## config.mk

```make
export PLATFORM = sky130hd
export DESIGN_NAME = bitwise_logic_unit
export DESIGN_NICKNAME = d
export VERILOG_FILES = /design/src/rtl/bitwise_logic_unit.sv
export SDC_FILE = /design/constraint.sdc
export NUM_CORES = 1
export LEC_CHECK = 0
export CAP_MARGIN = 40
export CORE_MARGIN = 5
export CORE_UTILIZATION = 52
export DETAILED_ROUTE_END_ITERATION = 10
export GPL_TIMING_DRIVEN = 0
export PLACE_DENSITY_LB_ADDON = 0.2
export SLEW_MARGIN = 30
export SYNTH_ARGS = -nofsm -noshare
export SYNTH_HDL_FRONTEND = slang
export SYNTH_SLANG_ARGS = --single-unit
```

## constraint.sdc

```tcl
create_clock -name clk -period 4.17 [get_ports clk]
set_input_delay 0.834 -clock clk [delete_from_list [all_inputs] [get_ports clk]]
set_output_delay 0.834 -clock clk [all_outputs]
set_load 0.05 [all_outputs]
```

## src/rtl/bitwise_logic_unit.sv

```systemverilog
// Two-stage pipelined bitwise logic unit with valid/ready handshaking on both
// sides, an optional accumulator that can stand in for operand A, and registered
// result flags (zero, parity, population count).
//
// Stage 1 captures the request. Stage 2 captures the computed result and flags.
// The accumulator is written when an accumulator-mode entry moves from stage 1
// to stage 2. Because of that, consecutive accumulator operations chain with no
// bubble between them.
module bitwise_logic_unit #(
    parameter  int WIDTH = 4,
    localparam int CW    = $clog2(WIDTH + 1)
) (
    input  logic             clk,
    input  logic             rst_n,
    input  logic             in_valid,
    output logic             in_ready,
    input  logic [WIDTH-1:0] in_a,
    input  logic [WIDTH-1:0] in_b,
    input  logic [2:0]       in_op,
    input  logic             in_acc,
    input  logic             acc_clr,
    output logic             out_valid,
    input  logic             out_ready,
    output logic [WIDTH-1:0] out_result,
    output logic             out_zero,
    output logic             out_parity,
    output logic [CW-1:0]    out_popcnt,
    output logic [WIDTH-1:0] acc_value
);

    typedef enum logic [2:0] {
        OP_AND    = 3'd0,
        OP_OR     = 3'd1,
        OP_XOR    = 3'd2,
        OP_NOT_A  = 3'd3,
        OP_NAND   = 3'd4,
        OP_NOR    = 3'd5,
        OP_XNOR   = 3'd6,
        OP_PASS_B = 3'd7
    } op_e;

    // One result bit for a given opcode; every operation is purely bitwise.
    function automatic logic bit_op(input op_e op, input logic a, input logic b);
        logic r;
        r = 1'b0;
        case (op)
            OP_AND:    r = a & b;
            OP_OR:     r = a | b;
            OP_XOR:    r = a ^ b;
            OP_NOT_A:  r = ~a;
            OP_NAND:   r = ~(a & b);
            OP_NOR:    r = ~(a | b);
            OP_XNOR:   r = ~(a ^ b);
            OP_PASS_B: r = b;
            default:   r = 1'b0;
        endcase
        return r;
    endfunction

    // ------------------------------------------------------------------
    // State
    // ------------------------------------------------------------------
    logic             s1_valid_q, s1_valid_d;
    logic [WIDTH-1:0] s1_a_q,     s1_a_d;
    logic [WIDTH-1:0] s1_b_q,     s1_b_d;
    op_e              s1_op_q,    s1_op_d;
    logic             s1_acc_q,   s1_acc_d;

    logic             out_valid_q,  out_valid_d;
    logic [WIDTH-1:0] out_result_q, out_result_d;
    logic             out_zero_q,   out_zero_d;
    logic             out_parity_q, out_parity_d;
    logic [CW-1:0]    out_popcnt_q, out_popcnt_d;

    logic [WIDTH-1:0] acc_q, acc_d;

    // ------------------------------------------------------------------
    // Handshake
    // ------------------------------------------------------------------
    logic e2;       // stage 2 can take a new entry this cycle
    logic e1;       // stage 1 can take a new entry this cycle
    logic in_xfer;  // request accepted on the coming edge
    logic s1_xfer;  // stage 1 entry moves to stage 2 on the coming edge

    // Stage 2 frees up when it is empty or draining. Stage 1 frees up when it
    // is empty or about to move forward.
    assign e2      = !out_valid_q || out_ready;
    assign e1      = !s1_valid_q || e2;
    assign in_ready = e1;
    assign in_xfer = in_valid && e1;
    assign s1_xfer = s1_valid_q && e2;

    // ------------------------------------------------------------------
    // Datapath: the result is computed from stage 1 contents
    // ------------------------------------------------------------------
    logic [WIDTH-1:0] a_eff;
    logic [WIDTH-1:0] res_c;
    logic             zero_c;
    logic             parity_c;
    logic [CW-1:0]    popcnt_c;

    // When in accumulator mode, the accumulator stands in for operand A.
    assign a_eff = s1_acc_q ? acc_q : s1_a_q;

    for (genvar gi = 0; gi < WIDTH; gi++) begin : g_bit
        assign res_c[gi] = bit_op(s1_op_q, a_eff[gi], s1_b_q[gi]);
    end

    assign zero_c   = (res_c == '0);
    assign parity_c = ^res_c;

    // Count the ones in the result. WIDTH is at most 64, so a linear sum is
    // enough here.
    always_comb begin
        popcnt_c = '0;
        for (int i = 0; i < WIDTH; i++) begin
            popcnt_c = popcnt_c + CW'(res_c[i]);
        end
    end

    // ------------------------------------------------------------------
    // Next-state logic
    // ------------------------------------------------------------------

    // Stage 1 loads a new request whenever it can accept one. If it moves
    // forward and no request is waiting, it empties.
    always_comb begin
        s1_valid_d = s1_valid_q;
        s1_a_d     = s1_a_q;
        s1_b_d     = s1_b_q;
        s1_op_d    = s1_op_q;
        s1_acc_d   = s1_acc_q;
        if (e1) begin
            s1_valid_d = in_valid;
        end
        if (in_xfer) begin
            s1_a_d   = in_a;
            s1_b_d   = in_b;
            s1_op_d  = op_e'(in_op);
            s1_acc_d = in_acc;
        end
    end

    // Stage 2 captures the result and its flags together. It holds everything
    // while the output is stalled.
    always_comb begin
        out_valid_d  = out_valid_q;
        out_result_d = out_result_q;
        out_zero_d   = out_zero_q;
        out_parity_d = out_parity_q;
        out_popcnt_d = out_popcnt_q;
        if (e2) begin
            out_valid_d = s1_valid_q;
        end
        if (s1_xfer) begin
            out_result_d = res_c;
            out_zero_d   = zero_c;
            out_parity_d = parity_c;
            out_popcnt_d = popcnt_c;
        end
    end

    // The accumulator takes write-back from accumulator-mode entries.
    // A clear overrides the write-back. The operation that is moving forward
    // in the same cycle has already used the pre-clear value through a_eff.
    always_comb begin
        acc_d = acc_q;
        if (s1_xfer && s1_acc_q) begin
            acc_d = res_c;
        end
        if (acc_clr) begin
            acc_d = '0;
        end
    end

    // ------------------------------------------------------------------
    // Registers
    // ------------------------------------------------------------------

    // Stage 1 register. Reset empties it, discarding any pending request.
    always_ff @(posedge clk or negedge rst_n) begin
        if (!rst_n) begin
            s1_valid_q <= 1'b0;
            s1_a_q     <= '0;
            s1_b_q     <= '0;
            s1_op_q    <= OP_AND;
            s1_acc_q   <= 1'b0;
        end else begin
            s1_valid_q <= s1_valid_d;
            s1_a_q     <= s1_a_d;
            s1_b_q     <= s1_b_d;
            s1_op_q    <= s1_op_d;
            s1_acc_q   <= s1_acc_d;
        end
    end

    // Stage 2 register. Reset shows an all-zero result with the zero flag set.
    always_ff @(posedge clk or negedge rst_n) begin
        if (!rst_n) begin
            out_valid_q  <= 1'b0;
            out_result_q <= '0;
            out_zero_q   <= 1'b1;
            out_parity_q <= 1'b0;
            out_popcnt_q <= '0;
        end else begin
            out_valid_q  <= out_valid_d;
            out_result_q <= out_result_d;
            out_zero_q   <= out_zero_d;
            out_parity_q <= out_parity_d;
            out_popcnt_q <= out_popcnt_d;
        end
    end

    // Accumulator register.
    always_ff @(posedge clk or negedge rst_n) begin
        if (!rst_n) begin
            acc_q <= '0;
        end else begin
            acc_q <= acc_d;
        end
    end

    assign out_valid  = out_valid_q;
    assign out_result = out_result_q;
    assign out_zero   = out_zero_q;
    assign out_parity = out_parity_q;
    assign out_popcnt = out_popcnt_q;
    assign acc_value  = acc_q;

endmodule

```

Yosys cells after proc, flatten, opt, wreduce, memory -nomap -nowiden --
Index checks and enable logic that the tools add are counted.
Storage, ports and cells: register bits 27, latch bits 0, bits in writable memories 0, bits in read-only memories 0, bits of input ports 17, output and inout port bits 15, memories kept 0
Operators by class: add/sub/neg operators 3, multipliers 0, div/mod/pow operators 0, order comparisons 0, equality and inequality tests 7, shift operators 0, muxes and demuxes 7, bitwise logic cells 28, reduce and logical (&&, ||, !) cells 11
Operator list (count):
- one-hot mux 1 bit (8 select lines) | 4
- inverter 1 bit | 16
- equality test 3 bit (second input constant) | 4
- 2-to-1 mux 4 bit | 3
- equality test 3 x 2 -> 1 bit (second input constant) | 2
- AND 1 bit | 4
- zero test 4 bit | 1
- bitwise OR 1 bit | 4
- parity 4 bit | 1
- XOR 1 bit | 4
- adder 2 x 1 -> 3 bit | 1
- adder 3 x 1 -> 3 bit | 1
- equality test 3 x 1 -> 1 bit (second input constant) | 1
- logical AND 1 bit | 3
- zero test 3 bit | 1
- adder 1 x 1 -> 2 bit | 1
- zero test 1 bit | 2
- logical OR 1 bit | 2
- nonzero test 2 bit | 1

Longest topological paths before layout --
word-level depth 7, gate-level depth with buffers 12

Worst setup path before layout --
Ideal clock, no wire load.
path kind register to register, start register acc_q[3] (netlist: acc_value[3]), end register out_popcnt_q[1] (netlist: out_popcnt[1]), setup time 125 ps, arrival time 3082 ps, data required time 4045 ps, path slack 963 ps, stages on the path, launching flop included 10, clock period less this slack 3207 ps, cell sequence dfrtp_1 mux2i_1 ha_1 mux2_1 a211o_1 a31oi_2 fa_1 ha_1 ha_1 mux2_2
Between the ends: word-level cells in the longest chain between the ends 5
Ends and longest elaborated chain:
- from (decl) | line 75 | logic [WIDTH-1:0] acc_q, acc_d;
- from (signal assigned) | line 217 | acc_q <= '0;
- from (signal assigned) | line 219 | acc_q <= acc_d;
- 2-to-1 mux 4 bit * | line 103 | assign a_eff = s1_acc_q ? acc_q : s1_a_q;
- XOR 1 bit, or another cell as far along | line 49, 53
- inverter 1 bit (on tied branches) | line 53, 51, 52
- one-hot mux 1 bit (8 select lines) * | line 46 | case (op)
- named net res_c[3] | line 97 | logic [WIDTH-1:0] res_c;
- adder 3 x 1 -> 3 bit * | line 117 | popcnt_c = popcnt_c + CW'(res_c[i]);
- named net popcnt_c[1] | line 100 | logic [CW-1:0] popcnt_c;
- to (signal assigned) | line 210 | out_popcnt_q <= out_popcnt_d;
- to (decl) | line 73 | logic [CW-1:0] out_popcnt_q, out_popcnt_d;
The timed path passes the listed nets; every way through them passes the cells marked *. A chain may end at the register's enable or synchronous reset.

Final worst setup path --
start register s1_acc_q, end register out_popcnt_q[1] (netlist: out_popcnt[1])
RTL lines:
- from (decl) | line 67 | logic s1_acc_q, s1_acc_d;
- from (signal assigned) | line 187 | s1_acc_q <= 1'b0;
- from (signal assigned) | line 193 | s1_acc_q <= s1_acc_d;
- 2-to-1 mux 4 bit * | line 103
- XOR 1 bit, or another cell as far along | line 49, 53
- inverter 1 bit (on tied branches) | line 53, 51, 52
- one-hot mux 1 bit (8 select lines) * | line 46
- named net res_c[3] | line 97
- adder 3 x 1 -> 3 bit * | line 117
- named net popcnt_c[1] | line 100
Marks and branches as above.

==> impl_metrics.tcl <==
set metrics [dict create \
    status "completed" \
    cts_tree "built" \
    die_y_um 67.12 \
    grtUsageTotal 0.1886 \
    gp_congestion 0.8523 \
    wire_per_inst_um 16.63 \
    final_hold_viol_count 0 \
    worst_slew_pin_slew_ns 0.6053 \
    grt-ovfl-total 0 \
    slew_headroom 0.5965 \
    critPathArrivalTime_ns 3.67 \
    final_cell_mix "clkdlybuf4s50_1 (30), dfrtp_1 (26), mux2_2 (20)" \
    startpoint_type "register" \
    num_antenna_cells 0 \
    grt_max_degree 28 \
    drc 0 \
    grt_use_met3 0.03541 \
    gr-max-usage-layer "met2" \
    rsz0062_at_grt "false" \
    synth_area_leader_cell "dfrtp_1" \
    synth_top_area_share 0.3835 \
    grt_pass1_vias 1407 \
    synth_nets 181 \
    drive_gt1_frac 0.2527 \
    ys_seq_area_frac 0.3990 \
    yosysWarnings 0 \
    core-area_um2 3103 \
    syn_area_um2 1697 \
    grt_pass1_wl_um 6486 \
    gr-usage-met2 0.3423 \
    power.density_nw_per_um2 524.1 \
    dr.pass1.iters 4 \
    use_met1 0.2223 \
    final_common_cell "clkdlybuf4s50_1" \
    initial_core_util 0.5468 \
    wl_um 3825 \
    post-route-util 0.6726 \
    cts_inserted_buffers 3 \
    antenna_found_initial 0 \
    via_per_inst 5.587 \
    root_buffer "clkbuf_4" \
    finalSetupTns_ns 0 \
    cts.hold.buffers_added 0 \
    setup_viol 0 \
    cts_resized 0 \
    cts_sinks 27 \
    vias 1285 \
    end_kind "register" \
    clk_path_buf_depth 2 \
    drv_slew 0 \
    ys_top_cells_by_area "dfrtp_1 (38%), mux2_2 (13%), ha_1 (8.8%), mux2i_1 (3.5%), nand2_1 (3.1%)" \
    ctsHtreeMaxLevel 1 \
    num-nets-final 217 \
    fp-row-count 20 \
    max_freq_mhz 291.6 \
    io_pins 32 \
    p_leak_nw 0.9295 \
    period_minus_slack_ns 3.429 \
    path_clk_slew_ns 0.16 \
    cts_setup_buffers 0 \
    clkLatencyLatePin_ns 0.33 \
    skew_ns 0.002401 \
    crit_type "register to register" \
    drt-initial-drc-count 50 \
    dieArea_um2 4505 \
    required_ns 4.41 \
    finalCritPeriodShare 0.8223 \
    die_w_um 67.12 \
    drtAntennaViolNets 0 \
    ys_seq_elements 27 \
    cap_violations 0 \
    critPathMaxFanout 7 \
    syn_to_final_growth_pct 23.01 \
    port_buffers 31 \
    syn-instance-count 151 \
    vdd_drop_max_uv 276.1 \
    hp-class "input pin to asynchronous set/reset pin" \
    avgSynthCellArea_um2 11.24 \
    reg2regPathDepth 10 \
    synthDistinctLibCells 41 \
    hpwl_um 3038 \
]
-- flip-flops by register name, summed over array words and instances, names as in the netlist --
| signal | flops |
|---|---|
| out_valid | 1 |
| out_zero | 1 |
| s1_valid_q | 1 |
| acc_value | 4 |
| s1_b_q | 4 |
| out_parity | 1 |
| out_result | 4 |
| s1_a_q | 4 |
| s1_op_q | 3 |
| out_popcnt | 3 |
| s1_acc_q | 1 |
-- metal layers --
layer,up-vias,routed length [um]
li1,607,-
met1,634,1582
met2,32,1997
met3,12,170
met4,0,74
met5,-,0
-- cells by family after synthesis --
| kind of cell | Yosys count | synth area share |
|---|---|---|
| simple gates | 31 | 0.09883 |
| xor+xnor | 2 | 0.01033 |
| flops | 27 | 0.3990 |
| buf+inv | 21 | 0.06490 |
| fa+ha+maj | 13 | 0.1003 |
| compound gates | 29 | 0.1431 |
| mux | 28 | 0.1836 |
-- critical path: stages (launching register included) --
cell,delay [ns]
dfrtp_1,0.35
buf_2,0.21
mux2i_1,0.35
ha_1,0.31
mux2_1,0.30
a211o_1,0.33
a31oi_2,0.29
fa_1,0.47
ha_1,0.20
ha_1,0.27
mux2_2,0.26
-- synthesized netlist by cell type --
library cell,instances
nand2_1,14
mux2_4,1
inv_2,2
mux2i_1,6
ha_1,12
o21bai_1,1
or2_1,1
inv_1,11
nor4_2,1
buf_6,1
a211o_1,5
nor3b_1,1
buf_12,1
buf_4,1
mux2_2,20
fa_1,1
nor4_1,2
and3b_2,1
nand3_1,2
buf_2,3
and2_1,1
or4_4,1
xnor2_1,2
clkbuf_1,2
nor2_1,2
o31ai_1,1
a211oi_1,2
a31oi_2,1
a21oi_2,4
o21ai_0,3
a21oi_1,3
a311o_1,1
o21ai_1,3
dfrtp_1,26
o211ai_2,1
mux2_1,1
nor2b_1,1
o41ai_1,1
dfstp_2,1
nand2b_1,4
a221oi_2,3
-- layout make-up --
cell class / count / area (um2)
Buffer: 8 / 61.31
Clock buffer: 3 / 22.52
Clock inverter: 1 / 7.507
Fill cell: 272 / 1016
Inverter: 13 / 48.80
Multi-Input combinational cell: 103 / 909.6
Sequential cell: 27 / 676.9
Tap cell: 44 / 55.05
Timing Repair Buffer: 31 / 305.3
-- path summary, 6_finish.rpt --
kind	startpoint	to	slack [ns]
max in group asynchronous	rst_n	acc_value[2]	3.29
hold reg to reg	out_zero	out_zero	0.49
min in group clk	out_zero	out_zero	0.49
hold / removal	rst_n	s1_op_q[1]	0.48
setup / recovery	s1_acc_q	out_popcnt[1]	0.74
setup reg to reg	s1_acc_q	out_popcnt[1]	0.74
-- power by group --
group	leakage, nW	switching [mW]	total [mW]	internal (mW)
Combinational	0.592	0.358	0.614	0.256
Clock	0.0139	0.0839	0.121	0.0368
Sequential	0.324	0.0374	0.359	0.322
-- stage by stage --
step	std cells	power (mW)	cell area [um2]	hold WS, ns	setup slack [ns]
after floorplan	151	0.7972	1697	0.4787	0.9632
after global routing	230	1.171	2087	0.5113	0.5753
after detailed placement	226	0.9839	2057	0.4759	0.7750
after global placement	226	0.9535	2062	0.4646	0.8357
final	230	1.094	2087	0.4804	0.7411
after CTS	230	1.106	2087	0.4974	0.7346
Note: power is estimated with default switching activity, not from simulation.
